[config.mk]
export PLATFORM = sky130hd
export DESIGN_NAME = run_ctrl
export DESIGN_NICKNAME = d
export VERILOG_FILES = /design/src/rtl/run_ctrl_pkg.sv /design/src/rtl/sat_counter.sv /design/src/rtl/run_ctrl.sv
export SDC_FILE = /design/constraint.sdc
export NUM_CORES = 1
export LEC_CHECK = 0
export BUFFER_PORTS_ARGS = -buffer_cell sky130_fd_sc_hd__clkbuf_2
export CORE_MARGIN = 5
export CORE_UTILIZATION = 60
export CTS_CLUSTER_SIZE = 14
export DETAILED_ROUTE_END_ITERATION = 12
export GPL_ROUTABILITY_DRIVEN = 0
export HOLD_SLACK_MARGIN = 0.15
export PLACE_DENSITY = 0.87
export REMOVE_ABC_BUFFERS = 1
export SETUP_SLACK_MARGIN = 0.4
export SLEW_MARGIN = 5
export SYNTH_ARGS = -nofsm -noshare
export SYNTH_HDL_FRONTEND = slang
export SYNTH_SLANG_ARGS = --single-unit
export TNS_END_PERCENT = 20
[constraint.sdc]
create_clock -name clk -period 5 [get_ports clk]
set_clock_uncertainty 0.05 [all_clocks]
set_input_delay 0.75 -clock clk [delete_from_list [all_inputs] [get_ports clk]]
set_output_delay 0.75 -clock clk [all_outputs]
set_load 0.1 [all_outputs]
[src/rtl/run_ctrl_pkg.sv]
// Shared types and defaults for the run sequencer that launches and supervises the core.
package run_ctrl_pkg;

  localparam int CW_DEFAULT = 16;

  typedef enum logic [2:0] {
    IDLE   = 3'd0,
    HOLD   = 3'd1,
    LAUNCH = 3'd2,
    RUN    = 3'd3,
    FIN    = 3'd4,
    FAULT  = 3'd5
  } state_t;

endpackage

[src/rtl/sat_counter.sv]
// Up-counter with synchronous clear that sticks at all-ones instead of wrapping.
module sat_counter #(
  parameter int W = 4
) (
  input  logic         clk,
  input  logic         rst_n,
  input  logic         clr,
  input  logic         en,
  output logic [W-1:0] cnt
);

  logic [W-1:0] cnt_q;

  // Clear has priority over counting.
  always_ff @(posedge clk or negedge rst_n) begin
    if (!rst_n) begin
      cnt_q <= '0;
    end else if (clr) begin
      cnt_q <= '0;
    end else if (en && (cnt_q != '1)) begin
      cnt_q <= cnt_q + W'(1);
    end else begin
      cnt_q <= cnt_q;
    end
  end

  assign cnt = cnt_q;

endmodule

[src/rtl/run_ctrl.sv]
// Run sequencer: start/done handshake, core reset window, launch pulse,
// RUN-cycle counting with timeout, and freeze on completion or fault.
module run_ctrl
  import run_ctrl_pkg::*;
#(
  parameter int CW      = CW_DEFAULT,
  parameter int RST_CYC = 4
) (
  input  logic          clk,
  input  logic          reset,
  input  logic          start,
  input  logic          abort,
  input  logic [CW-1:0] max_cycles,
  input  logic          core_done,
  output logic          core_rst,
  output logic          core_req,
  output logic          busy,
  output logic          done,
  output logic          err,
  output logic [CW-1:0] cycle_cnt
);

  localparam int            HW        = $clog2(RST_CYC) + 1;
  localparam logic [HW-1:0] HOLD_LAST = HW'(RST_CYC - 1);

  state_t        state_q, state_d;
  logic          start_q;
  logic          launch;
  logic [HW-1:0] hold_cnt;
  logic [CW-1:0] cyc_inc;
  logic          core_rst_q, core_req_q, busy_q, done_q, err_q;

  assign launch  = (state_q == IDLE) && start && !start_q && !abort;
  assign cyc_inc = (cycle_cnt == '1) ? cycle_cnt : (cycle_cnt + CW'(1));

  sat_counter #(.W(HW)) u_hold_cnt (
    .clk   (clk),
    .rst_n (reset),
    .clr   (launch),
    .en    (state_q == HOLD),
    .cnt   (hold_cnt)
  );

  // The cycle counter still advances in the cycle an abort or core_done is seen.
  sat_counter #(.W(CW)) u_cyc_cnt (
    .clk   (clk),
    .rst_n (reset),
    .clr   (launch),
    .en    (state_q == RUN),
    .cnt   (cycle_cnt)
  );

  always_comb begin
    state_d = state_q;
    case (state_q)
      IDLE:    if (launch) state_d = HOLD; else state_d = IDLE;
      HOLD:    if (abort) state_d = IDLE;
               else if (hold_cnt == HOLD_LAST) state_d = LAUNCH;
               else state_d = HOLD;
      LAUNCH:  if (abort) state_d = IDLE; else state_d = RUN;
      RUN:     if (abort) state_d = IDLE;
               else if (core_done) state_d = FIN;
               else if ((max_cycles != '0) && (cyc_inc == max_cycles)) state_d = FAULT;
               else state_d = RUN;
      FIN,
      FAULT:   if (abort || !start) state_d = IDLE; else state_d = state_q;
      default: state_d = IDLE;
    endcase
  end

  // A start level already high at reset release is stale, so start_q resets high.
  always_ff @(posedge clk or negedge reset) begin
    if (!reset) begin
      state_q    <= IDLE;
      start_q    <= 1'b1;
      core_rst_q <= 1'b1;
      core_req_q <= 1'b0;
      busy_q     <= 1'b0;
      done_q     <= 1'b0;
      err_q      <= 1'b0;
    end else begin
      state_q    <= state_d;
      start_q    <= start;
      core_rst_q <= !((state_d == LAUNCH) || (state_d == RUN));
      core_req_q <= (state_d == LAUNCH);
      busy_q     <= (state_d == HOLD) || (state_d == LAUNCH) || (state_d == RUN);
      done_q     <= (state_d == FIN);
      err_q      <= (state_d == FAULT);
    end
  end

  assign core_rst = core_rst_q;
  assign core_req = core_req_q;
  assign busy     = busy_q;
  assign done     = done_q;
  assign err      = err_q;

endmodule

; ---- Word-level counts from Yosys, hierarchy flattened
; Cells that the tools add are included.
[word_totals]
reg_bits = 28
inputBits = 21
word_cells = 59
[op_classes]
n_addsub = 2
eq_ne = 15
mux = 14
reduce_logical = 19
[ops]
columns = cell, count
row1 = 2-to-1 mux 16 bit, 3
row2 = 2-to-1 mux 3 bit, 6
row3 = adder 16 x 1 -> 16 bit (second input constant), 1
row4 = == test 16 bit, 1
row5 = == test 16 bit (second input constant), 1
row6 = inequality test 16 bit (second input constant), 1
row7 = nonzero test 16 bit, 1
row8 = == test 3 x 2 -> 1 bit (second input constant), 5
row9 = case mux 3 bit (5 select lines), 1
row10 = == test 3 bit (second input constant), 4
row11 = == test 3 x 1 -> 1 bit (second input constant), 2
row12 = logical AND 1 bit, 6
row13 = 2-to-1 mux 2 bit, 3
row14 = logical NOT 1 bit, 4
row15 = logical OR 1 bit, 4
row16 = nonzero test 2 bit, 2
row17 = adder 3 x 1 -> 3 bit (second input constant), 1
row18 = logical NOT 3 bit, 1
row19 = inequality test 3 bit (second input constant), 1
row20 = OR reduction 2 bit, 1
row21 = 2-to-1 mux 1 bit, 1

; ---- Depth between registers and ports, before layout
[logic_depth]
depth_word = 11
ltp_mapped = 12
depth_no_buf = 10

; ---- Hierarchy
; A second synthesis with hierarchy kept.
[unflattened]
hier_cells = 271
hier_area_um2 = 2398.6
[by_module_without_submodules]
columns = module, instances, cells_each, area_per_inst_um2, seq_area_each_um2
row1 = run_ctrl, 1, 158, 1272.5, 227.7
row2 = sat_counter at u_cyc_cnt, 1, 98, 942.2, 400.4
row3 = sat_counter at u_hold_cnt, 1, 15, 183.9, 75.1

; ---- Worst setup path after synthesis
; Ideal clock, no wire load.
[synth_timing]
path_type = reg-to-reg
start = register u_cyc_cnt.cnt_q[0], in the netlist u_cyc_cnt.cnt[0]
end = register core_rst_q, in the netlist core_rst
arrival_time_ns = 3.385
required_ns = 4.856
path_slack_ns = 1.471
path_stages_with_launch = 12
synth_period_minus_slack_ns = 3.529
path_cell_list = dfrtp_1 -> ha_1 -> buf_4 -> and3_4 -> and3_2 -> xnor2_1 -> mux2_2 -> a22o_1 -> a21o_1 -> a31oi_2 -> nor2_1 -> or4_1
[synth_via]
elab_chain_cells = 11
elab_cells_between_ends = 13
[synth_rtl]
columns = element, line_no
row1 = start: declaration, sat_counter.sv:12  ; logic [W-1:0] cnt_q;
row2 = start signal: assignment, sat_counter.sv:21  ; cnt_q <= cnt_q + W'(1);
row3 = start signal: assignment, sat_counter.sv:23  ; cnt_q <= cnt_q;
row4 = adder 16 x 1 -> 16 bit or == test 16 bit (tied branches), run_ctrl.sv:34  ; assign cyc_inc = (cycle_cnt == '1) ? cycle_cnt : (cycle_cnt + CW'(1));
row5 = 2-to-1 mux 16 bit *, run_ctrl.sv:34
row6 = == test 16 bit *, run_ctrl.sv:63  ; else if ((max_cycles != '0) && (cyc_inc == max_cycles)) state_d = FAULT;
row7 = logical AND 1 bit *, run_ctrl.sv:63
row8 = 2-to-1 mux 3 bit *, run_ctrl.sv:63
row9 = 2-to-1 mux 3 bit *, run_ctrl.sv:62  ; else if (core_done) state_d = FIN;
row10 = 2-to-1 mux 3 bit *, run_ctrl.sv:61  ; RUN: if (abort) state_d = IDLE;
row11 = case mux 3 bit (5 select lines) *, run_ctrl.sv:55  ; case (state_q)
row12 = == test 3 x 2 -> 1 bit, run_ctrl.sv:84  ; core_rst_q <= !((state_d == LAUNCH) || (state_d == RUN));
row13 = logical OR 1 bit *, run_ctrl.sv:84
row14 = logical NOT 1 bit *, run_ctrl.sv:84
row15 = end signal: assignment, run_ctrl.sv:84
row16 = end: declaration, run_ctrl.sv:31  ; logic core_rst_q, core_req_q, busy_q, done_q, err_q;
; Mark *: on every way between the ends. The rest lies on a longest branch, timed or not.
; A chain may end at the register's enable or synchronous reset.

; ---- Worst setup path after layout
[layout_timing]
start = register u_cyc_cnt.cnt_q[12], in the netlist u_cyc_cnt.cnt[12]
end = register u_cyc_cnt.cnt_q[4], in the netlist u_cyc_cnt.cnt[4]
[layout_via]
elab_chain_cells = 3
[layout_rtl]
columns = element, line_no
row1 = inequality test 16 bit, sat_counter.sv:20  ; end else if (en && (cnt_q != '1)) begin
row2 = logical AND 1 bit, sat_counter.sv:20
row3 = nonzero test 2 bit (no source line), -
; Every way passes these cells.

==> results.sh <==
export IMPL_cp_required_ns=5.22
export IMPL_clock_latency_ns=0.35
export IMPL_grt_use_met3=0.0275
export IMPL_critical_path_top_delay_family="simple AND/OR/NAND/NOR gates"
export IMPL_diodes=0
export IMPL_final_cell_mix="41 x clkbuf_2, 26 x dfrtp_1, 25 x o21ai_0"
export IMPL_power_leakage_nw=0.994
export IMPL_first_global_vias=2065
export IMPL_start_kind="flop"
export IMPL_placedCellCount=319
export IMPL_cp_slowest_cell="nor4_2"
export IMPL_maxSlewHeadroom=0.376
export IMPL_ys_types=55
export IMPL_finalNonFillerCells=323
export IMPL_final_common_cell="clkbuf_2"
export IMPL_synth_area_leader_cell="dfrtp_1"
export IMPL_cts_num_sinks=28
export IMPL_power_share_clock=0.286
export IMPL_seq_area_frac_synth=0.333
export IMPL_p_int_mw=0.368
export IMPL_syn_inst=250
export IMPL_synth_area_leaders="dfrtp_1 31%, o21ai_0 5.9%, xnor2_1 5.4%"
export IMPL_portBuffers=41
export IMPL_cpMostUsedCell="nor2_1"
export IMPL_pre_cts_slack_ns=1.79
export IMPL_synth_edf_count=0
export IMPL_grtUsageMet1=0.315
export IMPL_fp_coreArea_um2=3360
export IMPL_drt_vias_per_instance=6.43
export IMPL_worst_pin_slew_ns=0.933
export IMPL_cts_buffers_inserted=3
export IMPL_finalPower_mw=0.550
export IMPL_combPwrFrac=0.238
export IMPL_yosysTopAreaCellShare=0.308
export IMPL_critPathArrivalTime_ns=3.54
export IMPL_worstPathMaxFanout=12
export IMPL_hold_buffers=0
export IMPL_synthToLayoutAreaGrowth_pct=10.6
export IMPL_syn_area_per_cell_um2=8.45
export IMPL_io_pins=42
export IMPL_period_minus_slack_ns=3.32
export IMPL_hold_class="in2async"
export IMPL_setup_viol_count_final=0
export IMPL_hold_viol_final=0
export IMPL_swShare=0.332
export IMPL_totalWireLength_um=5490
export IMPL_fin_crit_sh=0.665
export IMPL_p_per_area_nw_per_um2=236
export IMPL_grt_overflow_total=0
export IMPL_max_cap_violations=0
export IMPL_slew_violations=0
export IMPL_grt_max_degree=29
export IMPL_switchingPower_mw=0.183
export IMPL_path_cells="nand4_1 -> nor4_2 -> nor2_1 -> nor2_1 -> o21ai_0 -> o31ai_1"
export IMPL_finalWorstSetupSlack_ns=1.68
export IMPL_vias=2078
export IMPL_dieWidth_um=69.3
export IMPL_clockBufferDepth=2
export IMPL_grt_use_met2=0.394
export IMPL_start_util=0.628
export IMPL_cts_root_buffer="clkbuf_4"
export IMPL_post_cts_buffers=0
export IMPL_track_usage=0.235
export IMPL_rsz0062_at_grt="false"
export IMPL_drc_errors=0
export IMPL_ys_warn_count=0
export IMPL_fmax_mhz=301
export IMPL_htree_levels=1
export IMPL_syn_area_um2=2110
export IMPL_post_route_util=0.695
export IMPL_post_cts_resized=0
export IMPL_worst_ir_drop_vdd_mv=0.139
export IMPL_first_iter_violations=229
export IMPL_first_pass_iters=4
export IMPL_critPathMaxStageDelay_ns=0.80
export IMPL_dp_hpwl_um=3960
export IMPL_path_buf_inv=0
export IMPL_grt_pass1_wl_um=9480
export IMPL_antenna_found_initial=0
export IMPL_crit_type="reg2reg"
export IMPL_busiest_layer="met2"
export IMPL_status="completed"
export IMPL_rows=21
export IMPL_fin_tns_setup_ns=0
export IMPL_die_h_um=69.3
export IMPL_ys_ff_latch=28
export IMPL_nets=303
export IMPL_clk_pin_slew_worst_paths_ns=0.18
export IMPL_drtAntennaViolNets=0
export IMPL_async_reset_ff_frac=1.00
export IMPL_tritoncts="yes"
export IMPL_dieArea_um2=4810
export IMPL_routedWlPerCell_um=17.0
export IMPL_drive_gt1_frac=0.224
export IMPL_synth_main_ff_cell="dfrtp_1"
export IMPL_end_kind="flop"
export IMPL_p_seq_frac=0.476
[cells by family (layout without fill, tap and decap cells)]
family / count (synthesis) / in the layout / synth area share
adder cells (fa/ha/maj): 4 / 4 / 0.0237
multiplexers: 4 / 4 / 0.0201
AND/OR/NAND/NOR: 100 / 100 / 0.280
flip-flops: 28 / 28 / 0.333
buffers and inverters: 27 / 54 / 0.0592
XOR/XNOR: 22 / 22 / 0.0912
AO/OA/AOI/OAI: 65 / 65 / 0.193
[flip-flops by register name, summed over array words and instances, names as in the netlist]
| register | flops |
|---|---|
| u_cyc_cnt.cnt | 16 |
| err | 1 |
| core_rst | 1 |
| busy | 1 |
| core_req | 1 |
| u_hold_cnt.cnt | 3 |
| done | 1 |
| state_q | 3 |
| start_q | 1 |
[per-stage QoR]
stage	cell area [um^2]	hold WS (ns)
2_1_floorplan	2020	0.404
3_3_place_gp	2280	0.441
3_5_place_dp	2280	0.447
4_1_cts	2340	0.402
5_1_grt	2340	0.434
6_report	2340	0.364
[cells in the mapped netlist (all sizes together) (2+ instances only)]
| cell | count |
|---|---|
| a21oi | 13 |
| nand4 | 8 |
| mux2i | 2 |
| and3 | 4 |
| o31ai | 5 |
| and2 | 2 |
| nand2 | 19 |
| o22ai | 2 |
| and4 | 3 |
| or2 | 2 |
| dfstp | 2 |
| xor2 | 9 |
| a211oi | 2 |
| a311oi | 4 |
| o21ai | 25 |
| nor3 | 8 |
| nor4 | 12 |
| xnor2 | 13 |
| nand3 | 8 |
| inv | 9 |
| nand3b | 5 |
| mux2 | 2 |
| nor2 | 23 |
| a31oi | 3 |
| ha | 4 |
| clkbuf | 10 |
| buf | 8 |
| dfrtp | 26 |
[area by class of cell]
cell class | count | area, um^2
tap | 46 | 57.6
multi-input combinational | 195 | 1280
clock inverter | 1 | 30.0
fill | 278 | 1030
inverter | 9 | 33.8
timing repair buffer | 41 | 205
sequential | 28 | 703
clock buffer | 3 | 22.5
[power groups by stage]
stage / registers, mW / clock network [mW] / logic (mW)
floorplan: 0.298 / 0 / 0.0588
global placement: 0.265 / 0 / 0.127
detailed placement: 0.266 / 0 / 0.131
CTS: 0.262 / 0.158 / 0.132
global route: 0.264 / 0.168 / 0.148
finish: 0.262 / 0.157 / 0.131
[routing by layer]
layer / vias to the layer above / share of wire
li1: 977 / -
met5: - / 0
met3: 7 / 0.086
met4: 0 / 0.0058
met2: 97 / 0.49
met1: 997 / 0.42
[path summary, 6_finish.rpt]
kind | start | to | slack, ns | depth (start not counted)
min in group clk | start | start_q$_DFF_PN1_ | 0.46 | 1
worst min-delay path | reset | u_cyc_cnt.cnt[11]$_DFFE_PN0P_ | 0.36 | 1
worst max register to register | u_cyc_cnt.cnt[12]$_DFFE_PN0P_ | u_cyc_cnt.cnt[4]$_DFFE_PN0P_ | 1.68 | 6
worst min register to register | u_hold_cnt.cnt[0]$_DFFE_PN0P_ | u_hold_cnt.cnt[0]$_DFFE_PN0P_ | 0.47 | 1
worst max-delay path | u_cyc_cnt.cnt[12]$_DFFE_PN0P_ | u_cyc_cnt.cnt[4]$_DFFE_PN0P_ | 1.68 | 6
max in group asynchronous | reset | u_cyc_cnt.cnt[6]$_DFFE_PN0P_ | 4.07 | 1
Power figures use the tool's default switching activity.
